--- src/rtl/dom_gf256_inv_front_if.sv ---
// Signal bundle for dom_gf256_inv_front: upstream byte/randomness handshake,
// shared GF(2^4) multiplier operand/product buses and the shared output nibble.
// "slave" is the front-stage view; "master" is the surrounding logic view.
interface dom_gf256_inv_front_if #(
   parameter int SHARES = 2
);
   localparam int ZW = 2 * SHARES * (SHARES - 1);

   logic [8*SHARES-1:0] _XxDI;
   logic                InValidxSI;
   logic                InReadyxSO;
   logic [ZW-1:0]       _RandZxDI;
   logic [4*SHARES-1:0] _RandBxDI;
   logic                RandValidxSI;
   logic                RandUsedxSO;
   logic [4*SHARES-1:0] _MulXxDO;
   logic [4*SHARES-1:0] _MulYxDO;
   logic [ZW-1:0]       _MulZxDO;
   logic [4*SHARES-1:0] _MulBxDO;
   logic [4*SHARES-1:0] _MulQxDI;
   logic [4*SHARES-1:0] _DxDO;
   logic                OutValidxSO;
   logic [15:0]         RandCntxDO;

   modport slave (
      input  _XxDI, InValidxSI, _RandZxDI, _RandBxDI, RandValidxSI, _MulQxDI,
      output InReadyxSO, RandUsedxSO, _MulXxDO, _MulYxDO, _MulZxDO, _MulBxDO,
             _DxDO, OutValidxSO, RandCntxDO
   );

   modport master (
      output _XxDI, InValidxSI, _RandZxDI, _RandBxDI, RandValidxSI, _MulQxDI,
      input  InReadyxSO, RandUsedxSO, _MulXxDO, _MulYxDO, _MulZxDO, _MulBxDO,
             _DxDO, OutValidxSO, RandCntxDO
   );
endinterface

--- src/rtl/dom_gf256_inv_front.sv ---
// First stage of the masked GF(2^8) inversion of the DOM AES S-box.
// Splits every share into nibbles, feeds the external shared GF(2^4)
// multiplier, and adds the share-wise square-scale term to its product.
// Share i output depends only on share i data, its own pipeline and Q_i.
module dom_gf256_inv_front #(
   parameter int SHARES      = 2,
   parameter int MUL_LATENCY = 1
) (
   input  logic                 ClkxCI,
   input  logic                 RstxBI,
   dom_gf256_inv_front_if.slave io
);
   localparam int NW = 4 * SHARES;

   // Normal-basis N^2*nu square-scale map, linear, applied per share.
   function automatic logic [3:0] sq_scale(input logic [3:0] s);
      logic [3:0] q;
      q[3] = s[1] ^ s[0];
      q[2] = s[3] ^ s[0];
      q[1] = s[3];
      q[0] = s[3] ^ s[2];
      return q;
   endfunction

   logic                   acc_s;
   logic [NW-1:0]          q_new_s;
   logic [NW-1:0]          q_pipe_q [MUL_LATENCY];
   logic [NW-1:0]          q_pipe_d [MUL_LATENCY];
   logic [MUL_LATENCY-1:0] v_pipe_q;
   logic [MUL_LATENCY-1:0] v_pipe_d;
   logic [NW-1:0]          d_q;
   logic [NW-1:0]          d_d;
   logic                   out_valid_q;
   logic                   out_valid_d;
   logic [15:0]            rand_cnt_q;
   logic [15:0]            rand_cnt_d;

   // A byte is taken only together with fresh randomness.
   assign acc_s          = io.InValidxSI & io.RandValidxSI;
   assign io.InReadyxSO  = io.RandValidxSI;
   assign io.RandUsedxSO = acc_s;
   assign io._DxDO       = d_q;
   assign io.OutValidxSO = out_valid_q;
   assign io.RandCntxDO  = rand_cnt_q;

   // Multiplier operands: only an accepted byte outside reset reaches the multiplier.
   always_comb begin
      io._MulXxDO = '0;
      io._MulYxDO = '0;
      io._MulZxDO = '0;
      io._MulBxDO = '0;
      if (acc_s && RstxBI) begin
         for (int i = 0; i < SHARES; i++) begin
            io._MulXxDO[4*i +: 4] = io._XxDI[8*i+4 +: 4];
            io._MulYxDO[4*i +: 4] = io._XxDI[8*i +: 4];
         end
         io._MulZxDO = io._RandZxDI;
         io._MulBxDO = io._RandBxDI;
      end else begin
         io._MulXxDO = '0;
         io._MulYxDO = '0;
         io._MulZxDO = '0;
         io._MulBxDO = '0;
      end
   end

   // Square-scale term of hi^lo, computed separately for each share.
   always_comb begin
      q_new_s = '0;
      for (int i = 0; i < SHARES; i++) begin
         if (acc_s) begin
            q_new_s[4*i +: 4] = sq_scale(io._XxDI[8*i+4 +: 4] ^ io._XxDI[8*i +: 4]);
         end else begin
            q_new_s[4*i +: 4] = 4'h0;
         end
      end
   end

   // Alignment pipe: square-scale term and valid travel as deep as the multiplier.
   always_comb begin
      q_pipe_d[0] = q_new_s;
      v_pipe_d    = '0;
      v_pipe_d[0] = acc_s;
      for (int k = 1; k < MUL_LATENCY; k++) begin
         q_pipe_d[k] = q_pipe_q[k-1];
         v_pipe_d[k] = v_pipe_q[k-1];
      end
   end

   // Output nibble: product plus aligned square-scale term, zero when idle.
   always_comb begin
      out_valid_d = v_pipe_q[MUL_LATENCY-1];
      if (v_pipe_q[MUL_LATENCY-1]) begin
         d_d = io._MulQxDI ^ q_pipe_q[MUL_LATENCY-1];
      end else begin
         d_d = '0;
      end
   end

   // Consumed-randomness counter, saturating at all ones.
   always_comb begin
      if (acc_s && (rand_cnt_q != 16'hFFFF)) begin
         rand_cnt_d = rand_cnt_q + 16'd1;
      end else begin
         rand_cnt_d = rand_cnt_q;
      end
   end

   // State registers; reset discards everything in flight.
   always_ff @(posedge ClkxCI or negedge RstxBI) begin
      if (!RstxBI) begin
         for (int k = 0; k < MUL_LATENCY; k++) begin
            q_pipe_q[k] <= '0;
         end
         v_pipe_q    <= '0;
         d_q         <= '0;
         out_valid_q <= 1'b0;
         rand_cnt_q  <= 16'd0;
      end else begin
         for (int k = 0; k < MUL_LATENCY; k++) begin
            q_pipe_q[k] <= q_pipe_d[k];
         end
         v_pipe_q    <= v_pipe_d;
         d_q         <= d_d;
         out_valid_q <= out_valid_d;
         rand_cnt_q  <= rand_cnt_d;
      end
   end
endmodule
--- src/flat_wrapper.sv ---
// flat-port wrapper written by rule: the top's interface ports become plain ports
module dom_gf256_inv_front_flat 
#(
   parameter int SHARES      = 2,
   parameter int MUL_LATENCY = 1
)
  (ClkxCI, RstxBI, io__XxDI, io_InValidxSI, io__RandZxDI, io__RandBxDI, io_RandValidxSI, io__MulQxDI, io_InReadyxSO, io_RandUsedxSO, io__MulXxDO, io__MulYxDO, io__MulZxDO, io__MulBxDO, io__DxDO, io_OutValidxSO, io_RandCntxDO);
  dom_gf256_inv_front_if #(.SHARES(SHARES)) io_i ();
  input  logic ClkxCI;
  input  logic RstxBI;
  input wire logic [$bits(io_i._XxDI)-1:0] io__XxDI;
  input wire logic [$bits(io_i.InValidxSI)-1:0] io_InValidxSI;
  input wire logic [$bits(io_i._RandZxDI)-1:0] io__RandZxDI;
  input wire logic [$bits(io_i._RandBxDI)-1:0] io__RandBxDI;
  input wire logic [$bits(io_i.RandValidxSI)-1:0] io_RandValidxSI;
  input wire logic [$bits(io_i._MulQxDI)-1:0] io__MulQxDI;
  output wire logic [$bits(io_i.InReadyxSO)-1:0] io_InReadyxSO;
  output wire logic [$bits(io_i.RandUsedxSO)-1:0] io_RandUsedxSO;
  output wire logic [$bits(io_i._MulXxDO)-1:0] io__MulXxDO;
  output wire logic [$bits(io_i._MulYxDO)-1:0] io__MulYxDO;
  output wire logic [$bits(io_i._MulZxDO)-1:0] io__MulZxDO;
  output wire logic [$bits(io_i._MulBxDO)-1:0] io__MulBxDO;
  output wire logic [$bits(io_i._DxDO)-1:0] io__DxDO;
  output wire logic [$bits(io_i.OutValidxSO)-1:0] io_OutValidxSO;
  output wire logic [$bits(io_i.RandCntxDO)-1:0] io_RandCntxDO;
  assign io_i._XxDI = io__XxDI;
  assign io_i.InValidxSI = io_InValidxSI;
  assign io_i._RandZxDI = io__RandZxDI;
  assign io_i._RandBxDI = io__RandBxDI;
  assign io_i.RandValidxSI = io_RandValidxSI;
  assign io_i._MulQxDI = io__MulQxDI;
  assign io_InReadyxSO = io_i.InReadyxSO;
  assign io_RandUsedxSO = io_i.RandUsedxSO;
  assign io__MulXxDO = io_i._MulXxDO;
  assign io__MulYxDO = io_i._MulYxDO;
  assign io__MulZxDO = io_i._MulZxDO;
  assign io__MulBxDO = io_i._MulBxDO;
  assign io__DxDO = io_i._DxDO;
  assign io_OutValidxSO = io_i.OutValidxSO;
  assign io_RandCntxDO = io_i.RandCntxDO;
  dom_gf256_inv_front #(.SHARES(SHARES), .MUL_LATENCY(MUL_LATENCY)) u_core (.ClkxCI(ClkxCI), .RstxBI(RstxBI), .io(io_i));
endmodule
--- config.mk ---
export PLATFORM = sky130hd
export DESIGN_NAME = dom_gf256_inv_front_flat
export DESIGN_NICKNAME = d
export VERILOG_FILES = /design/src/rtl/dom_gf256_inv_front_if.sv /design/src/rtl/dom_gf256_inv_front.sv /design/src/flat_wrapper.sv
export SDC_FILE = /design/constraint.sdc
export NUM_CORES = 1
export LEC_CHECK = 0
export CAP_MARGIN = 20
export CORE_ASPECT_RATIO = 0.6
export CORE_MARGIN = 5
export CORE_UTILIZATION = 39
export DETAILED_ROUTE_END_ITERATION = 12
export HOLD_SLACK_MARGIN = 0.12
export PLACE_DENSITY = 0.91
export SLEW_MARGIN = 30
export SYNTH_ARGS = -nofsm -noshare
export SYNTH_HDL_FRONTEND = slang
export SYNTH_SLANG_ARGS = --single-unit
export TNS_END_PERCENT = 30
--- constraint.sdc ---
create_clock -name ClkxCI -period 2.1 [get_ports ClkxCI]
set_clock_uncertainty 0.05 [all_clocks]
set_input_delay 0.42 -clock ClkxCI [delete_from_list [all_inputs] [get_ports ClkxCI]]
set_output_delay 0.42 -clock ClkxCI [all_outputs]
set_load 0.05 [all_outputs]
==> run summary <==
OUTCOME
--------------------------------------------------------------------------------
Result of the run                                                   finished, violations left
Violated checks                                                     negative setup slack

TIMING
--------------------------------------------------------------------------------
Worst-Margin Slew                                                      0.5041 ns
Final count of pins violating max slew                                         0
Unrepaired setup endpoints after global routing                             true
Post-route fraction of the period consumed by the critical path           100.2%
Fmax                                                                   475.3 MHz
Number of endpoints failing setup at the final stage                           1
Time the final worst path needs with I/O delays and setup               2.104 ns
Worst slew margin relative to its limit                                   66.29%
Final WS setup                                                      -0.004126 ns
Number of endpoints with negative hold slack in the final report               0

GLOBAL ROUTE
--------------------------------------------------------------------------------
GRT Residual Overflow                                                          0
Via count of the first global-routing pass                                  1550
Wire length of the first global-routing pass                            8.314 mm
Overall Global Routing Usage                                              16.96%
Number of antenna violations at the first check in global routing              0
Largest net degree at the start of global routing                             35

WORST SETUP PATH
--------------------------------------------------------------------------------
Register-to-Register Setup Slack                                         0.29 ns
Crit end category                                                     output pin
Worst Setup Start Kind                                                input port
Critical path peak fanout                                                     28
Arrival time of data at the critical path endpoint                       1.63 ns
Reg-to-reg critical path startpoint                                 u_core.io.RandCntxDO[0]
Delay of the slowest critical-path stage                                 0.50 ns
Critical register-to-register path endpoint                         u_core.io.RandCntxDO[3]
Most frequent cell on the critical path                             sky130_fd_sc_hd__buf_12
Critical path's slowest cell                                        sky130_fd_sc_hd__clkdlybuf4s50_1
Ordered list of cells on the worst path                             clkdlybuf4s50_1 -> and3_4 -> buf_12 -> and2_1 -> buf_12
R2R cell count                                                                 5
Kind of cell with the highest combined delay on the critical path   buffers and inverters
Buffers and inverters on the worst path                                        3
Required arrival time at the worst endpoint                              1.63 ns
Worst Setup Path Type                                               input port to output pin

POWER
--------------------------------------------------------------------------------
Fraction of power consumed by the clock network                            20.8%
Sequential cell fraction of total power                                    39.6%
Cell internal power dissipation                                         1.303 mW
Total leakage power                                                     1.460 nW
Net load switching power                                               0.7963 mW
PwrDens                                                             643.0 mW/mm²
Maximum resistive drop on vdd                                           577.4 µV
Comb power frac                                                            39.6%
Switching fraction of total power                                         37.94%

ROUTE
--------------------------------------------------------------------------------
Length of the first detailed-routing pass in iterations                        4
DRC                                                                            0
Average wire length per cell after detail routing                       15.33 µm
Total length of routed wires                                            5.104 mm
Vias per inst                                                              4.616
Antenna-violating nets left                                                    0
Number of vias in the routed layout                                         1537
DR iter-0 viols                                                               73

CLOCK TREE
--------------------------------------------------------------------------------
Max Buffers Root-to-Sink                                                       2
Hold-fix buffer count after cts                                                0
Clock tree from TritonCTS                                                   done
Total clock sinks                                                             34
Maximum level of the CTS H-tree                                                2
Clock slew at reported path FFs                                          0.06 ns
CTS Buf Count                                                                  5
Clock insertion delay at the later pin of the skew report                0.27 ns
Cell at the root of the clock tree                                  sky130_fd_sc_hd__clkbuf_8

DIE
--------------------------------------------------------------------------------
Core region area                                                    0.004541 mm²
Die Height                                                              62.89 µm
X dimension of the die                                                  98.15 µm
Die area                                                            0.006172 mm²
Initial Utilization                                                       40.04%
Std-Cell Rows                                                                 19
I/O Pins                                                                      95

SYNTHESIS
--------------------------------------------------------------------------------
Average cell area after synthesis                                      10.76 µm²
Fraction of post-synthesis cell area in the top cell type by area         46.80%
Area of the mapped netlist                                          0.001818 mm²
Yosys warnings                                                                 0
Top area cells in the synthesized netlist                           sky130_fd_sc_hd__dfrtp_1 47%, sky130_fd_sc_hd__and2_1 13%, sky130_fd_sc_hd__xor2_1 9.2%
Post-synthesis share of cell area spent on xor and xnor gates             15.42%
Count of distinct cell types in the synthesized netlist                       32
Synthesis-stage register bit count                                            34
Synthesized-area fraction occupied by adder cells                        0.6882%
Area fraction in and, or, nand and nor cells after synthesis              29.66%
Net count of the mapped netlist                                              210
Compound-Gate Fraction of Synth Area                                      4.267%
Post-Synthesis Cells                                                         169
Yosys top cell by area                                              sky130_fd_sc_hd__dfrtp_1
Portion of netlist area occupied by mux cells                            0.8259%
Dominant combinational cell family by area after synthesis          simple AND/OR/NAND/NOR gates
Sequential fraction of the synthesis area                                 46.80%

LAYOUT
--------------------------------------------------------------------------------
Layout overhead on the synthesized area                                   79.56%
Final layout net count                                                       311
Number of cells in the finished layout apart from fillers                    333
Most common cell after layout, fill and taps aside                  sky130_fd_sc_hd__clkdlybuf4s50_1
Inserted Diodes                                                                0
Commonest non-fill, non-tap cells in the layout                     57 x sky130_fd_sc_hd__clkdlybuf4s50_1, 34 x sky130_fd_sc_hd__dfrtp_1, 31 x sky130_fd_sc_hd__buf_12
Filler cell count in the final layout                                        315
Layout cells sized above 1                                                29.63%
Final instance area                                                 0.003264 mm²

FLOW RUN
--------------------------------------------------------------------------------
Max Cap Violations                                                             0

PLACED DESIGN
--------------------------------------------------------------------------------
Post-Place Cell Area                                                0.003143 mm²
Routability Congestion                                                    0.8009
Number of input and output port buffers inserted                              94
Dpl cells                                                                    326
Dpl hpwl                                                                4.228 mm

WORST HOLD PATH
--------------------------------------------------------------------------------
Hold Path Class                                                     flop to flop
Hold path start                                                     u_core.out_valid_d
Min-Delay Endpoint                                                  u_core.io.OutValidxSO
Hold path cells                                                                0

==> worst max path at each step <==
stage	startpoint	end	slack [ns]	depth (start not counted)
finish	RstxBI	io__MulBxDO[2]	-0.004	5
global route	RstxBI	io__MulBxDO[0]	-0.04	5
CTS	RstxBI	io__MulYxDO[2]	0.003	5
detailed placement	RstxBI	io__MulBxDO[1]	-0.03	5
global placement	io_InValidxSI	io__MulXxDO[1]	0.01	5
floorplan	u_core.io.RandCntxDO[0]	u_core.io.RandCntxDO[3]	0.16	5
==> layout make-up <==
cell class | count | area, µm² | area share, %
repair buffers | 100 | 1281 | 39.25
inverters | 2 | 7.507 | 0.2300
clock buffers | 5 | 68.82 | 2.108
well taps | 63 | 78.83 | 2.415
multi-input cells | 127 | 967.2 | 29.63
flip-flops and latches | 34 | 850.8 | 26.06
clock inverters | 2 | 10.01 | 0.3066
==> flip-flops by register name, summed over array words and instances (netlist names) <==
signal and cells:
u_core.io._DxDO 8, u_core.io.OutValidxSO 1, u_core.io.RandCntxDO 16, u_core.out_valid_d 1
u_core.q_pipe_q 8
==> metrics by stage <==
stage	worst slack (ns)	power, mW	util, %	hold WS (ns)	setup TNS [ns]
after floorplan	0.1606	1.310	-	0.07441	0
after global placement	0.01362	1.648	69.22	0.4336	0
after detailed placement	-0.03473	1.666	69.22	0.4490	-0.2376
after CTS	0.002841	2.108	71.34	0.4633	0
after global routing	-0.03601	2.193	71.89	0.4799	-0.3776
final	-0.004126	2.099	71.89	0.4576	-0.004126
==> logic make-up after synthesis <==
group                    count (synthesis)
AND/OR/NAND/NOR                         83
buffers and inverters                    8
flip-flops                              34
multiplexers                             1
adder cells (fa/ha/maj)                  1
XOR/XNOR                                32
AO/OA/AOI/OAI                           10
==> power by group through the flow <==
stage	Combinational, mW	Clock [mW]	Sequential [mW]
2_1_floorplan	0.266	0	1.04
3_3_place_gp	0.811	0	0.836
3_5_place_dp	0.825	0	0.841
4_1_cts	0.832	0.446	0.830
5_1_grt	0.873	0.476	0.844
6_report	0.830	0.437	0.832
==> cell usage after synthesis <==
master	count
sky130_fd_sc_hd__ha_1	1
sky130_fd_sc_hd__nor4b_2	1
sky130_fd_sc_hd__nand3_4	1
sky130_fd_sc_hd__a2bb2oi_1	1
sky130_fd_sc_hd__a31oi_4	1
sky130_fd_sc_hd__inv_1	2
sky130_fd_sc_hd__nor3_4	1
sky130_fd_sc_hd__and3_1	4
sky130_fd_sc_hd__nand3_1	5
sky130_fd_sc_hd__and2_4	1
sky130_fd_sc_hd__nand4_1	4
sky130_fd_sc_hd__nand4_2	1
sky130_fd_sc_hd__nor3_2	1
sky130_fd_sc_hd__nor4_2	4
sky130_fd_sc_hd__buf_2	1
sky130_fd_sc_hd__a41oi_1	1
sky130_fd_sc_hd__nor3_1	3
sky130_fd_sc_hd__nor2_1	12
sky130_fd_sc_hd__and2_1	38
sky130_fd_sc_hd__clkbuf_1	3
sky130_fd_sc_hd__a31oi_1	1
sky130_fd_sc_hd__a21boi_1	1
sky130_fd_sc_hd__nand2_1	5
sky130_fd_sc_hd__buf_4	1
sky130_fd_sc_hd__a21oi_1	5
sky130_fd_sc_hd__buf_6	1
sky130_fd_sc_hd__and4_4	1
sky130_fd_sc_hd__xnor2_1	13
sky130_fd_sc_hd__nand2_2	1
sky130_fd_sc_hd__dfrtp_1	34
sky130_fd_sc_hd__xor2_1	19
sky130_fd_sc_hd__mux2_4	1
==> per-layer routing <==
metal | vias up | routed length, µm | track usage [%]
met5 | - | 0 | 0
met4 | 0 | 27 | 2.555
met3 | 2 | 329 | 4.682
met2 | 50 | 2600 | 28.98
met1 | 721 | 2146 | 22.00
li1 | 764 | - | -
==> repair_timing <==
action / in CTS / in global routing
setup endpoints to repair: 28 / 23
setup buffers: 0 / 0
resized for setup: 6 / 10
cloned: 0 / 0
pin swaps: 0 / 0
Power figures use the tool's default switching activity.
